===== src/rtl/cdb_arbiter_pkg.sv =====
// Shared CDB arbiter types: default geometry, bus packet and helpers.
// CDB_BYPASS_EN (optional) lets an empty FU FIFO forward its input in the same cycle.
package cdb_arbiter_pkg;

  localparam int NUM_FU_DEF    = 6;
  localparam int WAYS_DEF      = 3;
  localparam int XLEN_DEF      = 32;
  localparam int PRF_DEF       = 64;
  localparam int ROB_DEF       = 16;
  localparam int BUF_DEPTH_DEF = 2;

  localparam int CDB_LANE_IDX_W = $clog2(WAYS_DEF);
  localparam int FU_IDX_W       = $clog2(NUM_FU_DEF);

  typedef struct packed {
    logic                       valid;
    logic [$clog2(PRF_DEF)-1:0] prf_idx;
    logic [XLEN_DEF-1:0]        data;
    logic [$clog2(ROB_DEF)-1:0] rob_idx;
  } CDB_PACKET;

  function automatic int wrap_inc(input int v, input int n);
    return (v + 1 >= n) ? 0 : v + 1;
  endfunction

endpackage


===== src/rtl/cdb_result_fifo.sv =====
// Per-FU result buffer: circular store with wrapping head/tail and a count.
// flush empties it synchronously and wins over a same-edge push.
module cdb_result_fifo #(
  parameter int W     = 8,
  parameter int DEPTH = 2
) (
  input  logic         clock,
  input  logic         reset,
  input  logic         push,
  input  logic         pop,
  input  logic         flush,
  input  logic [W-1:0] din,
  output logic [W-1:0] head,
  output logic         empty,
  output logic         full
);

  localparam int AW = $clog2(DEPTH);
  localparam int CW = $clog2(DEPTH + 1);

  logic [W-1:0]  mem_q [DEPTH];
  logic [AW-1:0] hd_q, hd_d;
  logic [AW-1:0] tl_q, tl_d;
  logic [CW-1:0] cnt_q, cnt_d;
  logic          do_push, do_pop;

  assign empty   = (cnt_q == '0);
  assign full    = (cnt_q == CW'(DEPTH));
  assign do_push = push && !full;
  assign do_pop  = pop && !empty;
  assign head    = mem_q[hd_q];

  always_comb begin
    hd_d  = hd_q;
    tl_d  = tl_q;
    cnt_d = cnt_q;
    if (flush) begin
      hd_d  = '0;
      tl_d  = '0;
      cnt_d = '0;
    end else begin
      if (do_push) tl_d = tl_q + AW'(1);
      if (do_pop)  hd_d = hd_q + AW'(1);
      unique case ({do_push, do_pop})
        2'b10:   cnt_d = cnt_q + CW'(1);
        2'b01:   cnt_d = cnt_q - CW'(1);
        default: cnt_d = cnt_q;
      endcase
    end
  end

  always_ff @(posedge clock or negedge reset) begin
    if (!reset) begin
      hd_q  <= '0;
      tl_q  <= '0;
      cnt_q <= '0;
    end else begin
      hd_q  <= hd_d;
      tl_q  <= tl_d;
      cnt_q <= cnt_d;
    end
  end

  always_ff @(posedge clock) begin
    if (do_push && !flush) mem_q[tl_q] <= din;
  end

endmodule


===== src/rtl/cdb_arbiter.sv =====
// Common data bus arbiter: per-FU result FIFOs, round-robin grant of up to
// WAYS heads per cycle, registered lanes. CDB_BYPASS_EN enables empty-FIFO forwarding.
module cdb_arbiter
  import cdb_arbiter_pkg::*;
#(
  parameter int NUM_FU    = NUM_FU_DEF,
  parameter int WAYS      = WAYS_DEF,
  parameter int XLEN      = XLEN_DEF,
  parameter int PRF       = PRF_DEF,
  parameter int ROB       = ROB_DEF,
  parameter int BUF_DEPTH = BUF_DEPTH_DEF
) (
  input  logic                                 clock,
  input  logic                                 reset,
  input  logic                                 squash,
  input  logic [NUM_FU-1:0]                    fu_valid,
  input  logic [NUM_FU-1:0][XLEN-1:0]          fu_data,
  input  logic [NUM_FU-1:0][$clog2(PRF)-1:0]   fu_prf_idx,
  input  logic [NUM_FU-1:0][$clog2(ROB)-1:0]   fu_rob_idx,
  output logic [NUM_FU-1:0]                    fu_ready,
  output logic [WAYS-1:0]                      CDB_valid,
  output logic [WAYS-1:0][$clog2(PRF)-1:0]     CDB_PRF_idx,
  output logic [WAYS-1:0][XLEN-1:0]            CDB_Data,
  output logic [WAYS-1:0][$clog2(ROB)-1:0]     CDB_rob_idx
);

  localparam int PW   = $clog2(PRF);
  localparam int RW   = $clog2(ROB);
  localparam int EW   = PW + XLEN + RW;
  localparam int PTRW = $clog2(NUM_FU);

  typedef struct packed {
    logic            valid;
    logic [PW-1:0]   prf;
    logic [XLEN-1:0] data;
    logic [RW-1:0]   rob;
  } lane_t;

  logic [NUM_FU-1:0]         empty, full, push, pop, cand, byp;
  logic [NUM_FU-1:0][EW-1:0] din, head, src;
  lane_t [WAYS-1:0]          lane_d, lane_q;
  logic [PTRW-1:0]           rr_q, rr_d;

  for (genvar i = 0; i < NUM_FU; i++) begin : g_fu
    assign din[i] = {fu_prf_idx[i], fu_data[i], fu_rob_idx[i]};

    cdb_result_fifo #(
      .W     (EW),
      .DEPTH (BUF_DEPTH)
    ) u_fifo (
      .clock (clock),
      .reset (reset),
      .push  (push[i]),
      .pop   (pop[i]),
      .flush (squash),
      .din   (din[i]),
      .head  (head[i]),
      .empty (empty[i]),
      .full  (full[i])
    );

`ifdef CDB_BYPASS_EN
    assign src[i] = empty[i] ? din[i] : head[i];
`else
    assign src[i] = head[i];
`endif
  end

`ifdef CDB_BYPASS_EN
  assign cand = ~empty | fu_valid;
`else
  assign cand = ~empty;
`endif

  assign fu_ready = ~full;
  assign push     = fu_valid & ~full & ~byp & {NUM_FU{~squash}};

  // Rotate from rr_q; the k-th candidate found lands on lane k.
  always_comb begin
    int  n;
    int  idx;
    int  last;
    logic any;
    lane_d = '0;
    pop    = '0;
    byp    = '0;
    n      = 0;
    last   = 0;
    any    = 1'b0;
    for (int j = 0; j < NUM_FU; j++) begin
      idx = int'(rr_q) + j;
      if (idx >= NUM_FU) idx = idx - NUM_FU;
      if (cand[idx] && n < WAYS) begin
        lane_d[n] = {1'b1, src[idx]};
        pop[idx]  = !empty[idx];
        byp[idx]  = empty[idx];
        last      = idx;
        any       = 1'b1;
        n         = n + 1;
      end
    end
    rr_d = any ? PTRW'(wrap_inc(last, NUM_FU)) : rr_q;
    if (squash) begin
      lane_d = '0;
      rr_d   = rr_q;
    end
  end

  always_ff @(posedge clock or negedge reset) begin
    if (!reset) begin
      lane_q <= '0;
      rr_q   <= '0;
    end else begin
      lane_q <= lane_d;
      rr_q   <= rr_d;
    end
  end

  for (genvar w = 0; w < WAYS; w++) begin : g_lane
    assign CDB_valid[w]   = lane_q[w].valid;
    assign CDB_PRF_idx[w] = lane_q[w].prf;
    assign CDB_Data[w]    = lane_q[w].data;
    assign CDB_rob_idx[w] = lane_q[w].rob;
  end

endmodule

===== config.mk =====
export PLATFORM = sky130hd
export DESIGN_NAME = cdb_arbiter
export DESIGN_NICKNAME = d
export VERILOG_FILES = /design/src/rtl/cdb_arbiter_pkg.sv /design/src/rtl/cdb_result_fifo.sv /design/src/rtl/cdb_arbiter.sv
export SDC_FILE = /design/constraint.sdc
export NUM_CORES = 2
export LEC_CHECK = 0
export BUFFER_PORTS_ARGS = -buffer_cell sky130_fd_sc_hd__buf_2
export CAP_MARGIN = 15
export CORE_UTILIZATION = 40
export CTS_CLUSTER_DIAMETER = 60
export CTS_CLUSTER_SIZE = 14
export DETAILED_ROUTE_END_ITERATION = 6
export GPL_ROUTABILITY_DRIVEN = 1
export HOLD_SLACK_MARGIN = 0.12
export MAX_ROUTING_LAYER = met4
export PLACE_DENSITY_LB_ADDON = 0.1
export SLEW_MARGIN = 20
export SYNTH_ARGS = -nofsm -noshare
export SYNTH_HDL_FRONTEND = slang
export SYNTH_HIERARCHICAL = 1
export SYNTH_SLANG_ARGS = --single-unit

===== constraint.sdc =====
create_clock -name clock -period 16.8 [get_ports clock]
set_input_delay 2.52 -clock clock [delete_from_list [all_inputs] [get_ports clock]]
set_output_delay 2.52 -clock clock [all_outputs]
set_load 0.01 [all_outputs]

==> impl_metrics.env <==
export IMPL_status="finished clean"
export IMPL_cp_arrival_ns=12.67
export IMPL_dr_pass1_iters=6
export IMPL_synth_area_leaders="edfxtp_1 (39%), mux2_2 (11%), dfrtp_1 (10%)"
export IMPL_crit_top_cell="ha_1"
export IMPL_cts_root_buffer="clkbuf_16"
export IMPL_antenna_found_initial=7
export IMPL_area_growth_pct=13.7
export IMPL_crit_family="adder cells"
export IMPL_r2r_end="rr_q[1]$_DFFE_PN0P_"
export IMPL_ctsResizeCount=0
export IMPL_die_x_um=312
export IMPL_fin_tns_setup_ns=0
export IMPL_crit_required_ns=17.32
export IMPL_max_freq_mhz=82.3
export IMPL_cp_num_cells=39
export IMPL_path_max_fanout=48
export IMPL_drv_slew=0
export IMPL_fin_skew_ns=0.0441
export IMPL_ant_nets=0
export IMPL_finalSetupViolations=0
export IMPL_first_iter_violations=4194
export IMPL_port_buffers=395
export IMPL_path_buf_inv=10
export IMPL_critical_path_class="register to register"
export IMPL_synth_most_common_cell="edfxtp_1"
export IMPL_cts_buffers=66
export IMPL_synth_area_um2=38400
export IMPL_ys_ff_latch=660
export IMPL_cts_hold_buf=0
export IMPL_die_area_um2=97200
export IMPL_synthCells=3677
export IMPL_slowest_delay_ns=0.87
export IMPL_drv_cap=0
export IMPL_min_path_type="register to register"
export IMPL_clkSinkCount=660
export IMPL_clk_latency_ns=0.66
export IMPL_drt_wl_total_mm=158
export IMPL_grt_pass1_wl_mm=222
export IMPL_die_height_um=312
export IMPL_drc=0
export IMPL_synth_warnings=6
export IMPL_hold_end="g_fu[4].u_fifo/tl_q$_DFFE_PN0P_"
export IMPL_syn_mean_instance_area_um2=10.4
export IMPL_period_share=0.723
export IMPL_min_from="g_fu[4].u_fifo/tl_q$_DFFE_PN0P_"
export IMPL_start_util=0.404
export IMPL_hpwl_mm=115
export IMPL_post_cts_buffers=0
export IMPL_synth_top_area_share=0.394
export IMPL_synthDistinctLibCells=85
export IMPL_worst_slew_pin_slew_ns=1.25
export IMPL_whs_path_depth=2
export IMPL_hold_violations=0
export IMPL_cts_max_path_buffers=3
export IMPL_grt_use_total=0.328
export IMPL_gr_total_overflow=0
export IMPL_gp_routability_congestion=1.04
export IMPL_synth_edf_count=504
export IMPL_nNetsFinal=4202
export IMPL_vias=32100
export IMPL_slew_headroom=0.158
export IMPL_avgViaCountPerCell=6.15
export IMPL_r2r_slack_ns=4.65
export IMPL_rsz0062_at_grt="false"
export IMPL_start_kind="register"
export IMPL_synthTopCellsByCount="edfxtp_1 (504), mux2_2 (364), nand2_1 (349)"
export IMPL_path_clk_slew_ns=0.06
export IMPL_num_io_pins=396
export IMPL_htreeDepth=3
export IMPL_cts_tree="done"
export IMPL_cp_slowest_cell="dfrtp_4"
export IMPL_synth_ff_type="edfxtp_1"
export IMPL_end_kind="register"
export IMPL_grt_max_degree=118
export IMPL_rows=113
export IMPL_period_needed_ns=12.15
export IMPL_synthArstFlopShare=0.236
export IMPL_grt_pass1_vias=28800
export IMPL_r2r_start="rr_q[0]$_DFFE_PN0P_"
export IMPL_ys_seq_area_frac=0.496
export IMPL_routedWlPerCell_um=30.4
export IMPL_drive_above_1_share=0.259
export IMPL_core_um2=95000
export IMPL_synth_top_area_cell="edfxtp_1"
export IMPL_timing_reg2reg_worst_path_depth=39
layout by cell type (no fill, tap or decap), types with 8 or more instances in the layout:
| master | count |
|---|---|
| a221o_1 | 9 |
| dfrtp_1 | 149 |
| o22ai_1 | 66 |
| ha_1 | 38 |
| o221ai_1 | 69 |
| a31oi_1 | 47 |
| a211o_1 | 43 |
| o31ai_1 | 13 |
| a21oi_1 | 243 |
| a211oi_1 | 74 |
| and3_1 | 32 |
| clkbuf_1 | 17 |
| buf_2 | 393 |
| o211a_1 | 41 |
| nor2_1 | 252 |
| edfxtp_1 | 504 |
| xor2_1 | 8 |
| nor3b_1 | 11 |
| o41ai_1 | 10 |
| clkbuf_16 | 67 |
| o211ai_1 | 77 |
| inv_1 | 31 |
| o21ai_0 | 275 |
| nand2b_1 | 9 |
| a311oi_1 | 22 |
| mux2_2 | 364 |
| nor3_1 | 173 |
| a21o_1 | 9 |
| nand3_1 | 96 |
| inv_2 | 12 |
| buf_4 | 81 |
| nand2_1 | 343 |
| mux2i_1 | 169 |
| or3_1 | 11 |
per-layer routing:
layer	vias to the layer above	GRT usage	part of all wire
met5	-	-	0
met4	0	0.0742	0.025
met3	186	0.0967	0.12
met2	1864	0.442	0.40
met1	15600	0.479	0.46
li1	14400	-	-
registers in the layout, summed over array words and instances (netlist names):
name               cells
g_fu.u_fifo/mem_q    504
CDB_Data              96
CDB_PRF_idx           18
CDB_rob_idx           12
g_fu.u_fifo/cnt_q     12
g_fu.u_fifo/hd_q       6
g_fu.u_fifo/tl_q       6
CDB_valid              3
rr_q                   3
stage by stage:
stage                     cell area (µm²)  std cells   util  worst slack (ns)  hold WS (ns)
final                               43600       5214  0.459              4.65         0.585
after global placement              41500       5099  0.437              4.89         0.568
after detailed placement            41500       5099  0.437              4.80         0.576
after global routing                43600       5209  0.459              3.64         0.630
after floorplan                     38400       3681      -              7.63         0.529
after CTS                           43600       5208  0.459              4.81         0.587
worst max path at each step:
| stage | startpoint | to | slack, ns |
|---|---|---|---|
| 5_1_grt | rr_q[0]$_DFFE_PN0P_ | rr_q[1]$_DFFE_PN0P_ | 3.64 |
| 4_1_cts | rr_q[0]$_DFFE_PN0P_ | rr_q[1]$_DFFE_PN0P_ | 4.81 |
| 6_report | rr_q[0]$_DFFE_PN0P_ | rr_q[1]$_DFFE_PN0P_ | 4.65 |
| 3_5_place_dp | rr_q[0]$_DFFE_PN0P_ | rr_q[1]$_DFFE_PN0P_ | 4.80 |
| 2_1_floorplan | rr_q[0]$_DFFE_PN0P_ | rr_q[0]$_DFFE_PN0P_ | 7.63 |
| 3_3_place_gp | rr_q[0]$_DFFE_PN0P_ | rr_q[1]$_DFFE_PN0P_ | 4.89 |
layout make-up:
type	instances	area [µm²]
Antenna cell	6	15.0
Sequential cell	660	19000
Timing Repair Buffer	477	2620
Inverter	46	173
Clock buffer	85	1750
Clock inverter	24	363
Tap cell	1265	1580
Multi-Input combinational cell	2651	18100
Fill cell	8961	51400
logic make-up (layout without fill, tap and decap cells):
kind of cell | Yosys count | count (layout) | share of synthesized area
xor+xnor | 18 | 18 | 0.00499
fa+ha+maj | 39 | 39 | 0.0129
mux | 536 | 536 | 0.152
flops | 660 | 660 | 0.496
buf+inv | 370 | 632 | 0.0389
compound gates | 1058 | 1058 | 0.180
simple gates | 995 | 995 | 0.115
other cells | 1 | 11 | 0.0000977
worst min-delay path: cells and delay by family (launching register included):
family / cells / cell delay (ns)
flip-flops: 1 / 0.40
AO/OA/AOI/OAI: 2 / 0.14
Power is left out: the tool's default activity adds up to more than one toggle a clock period on the data nets, which glitch-free logic cannot reach.
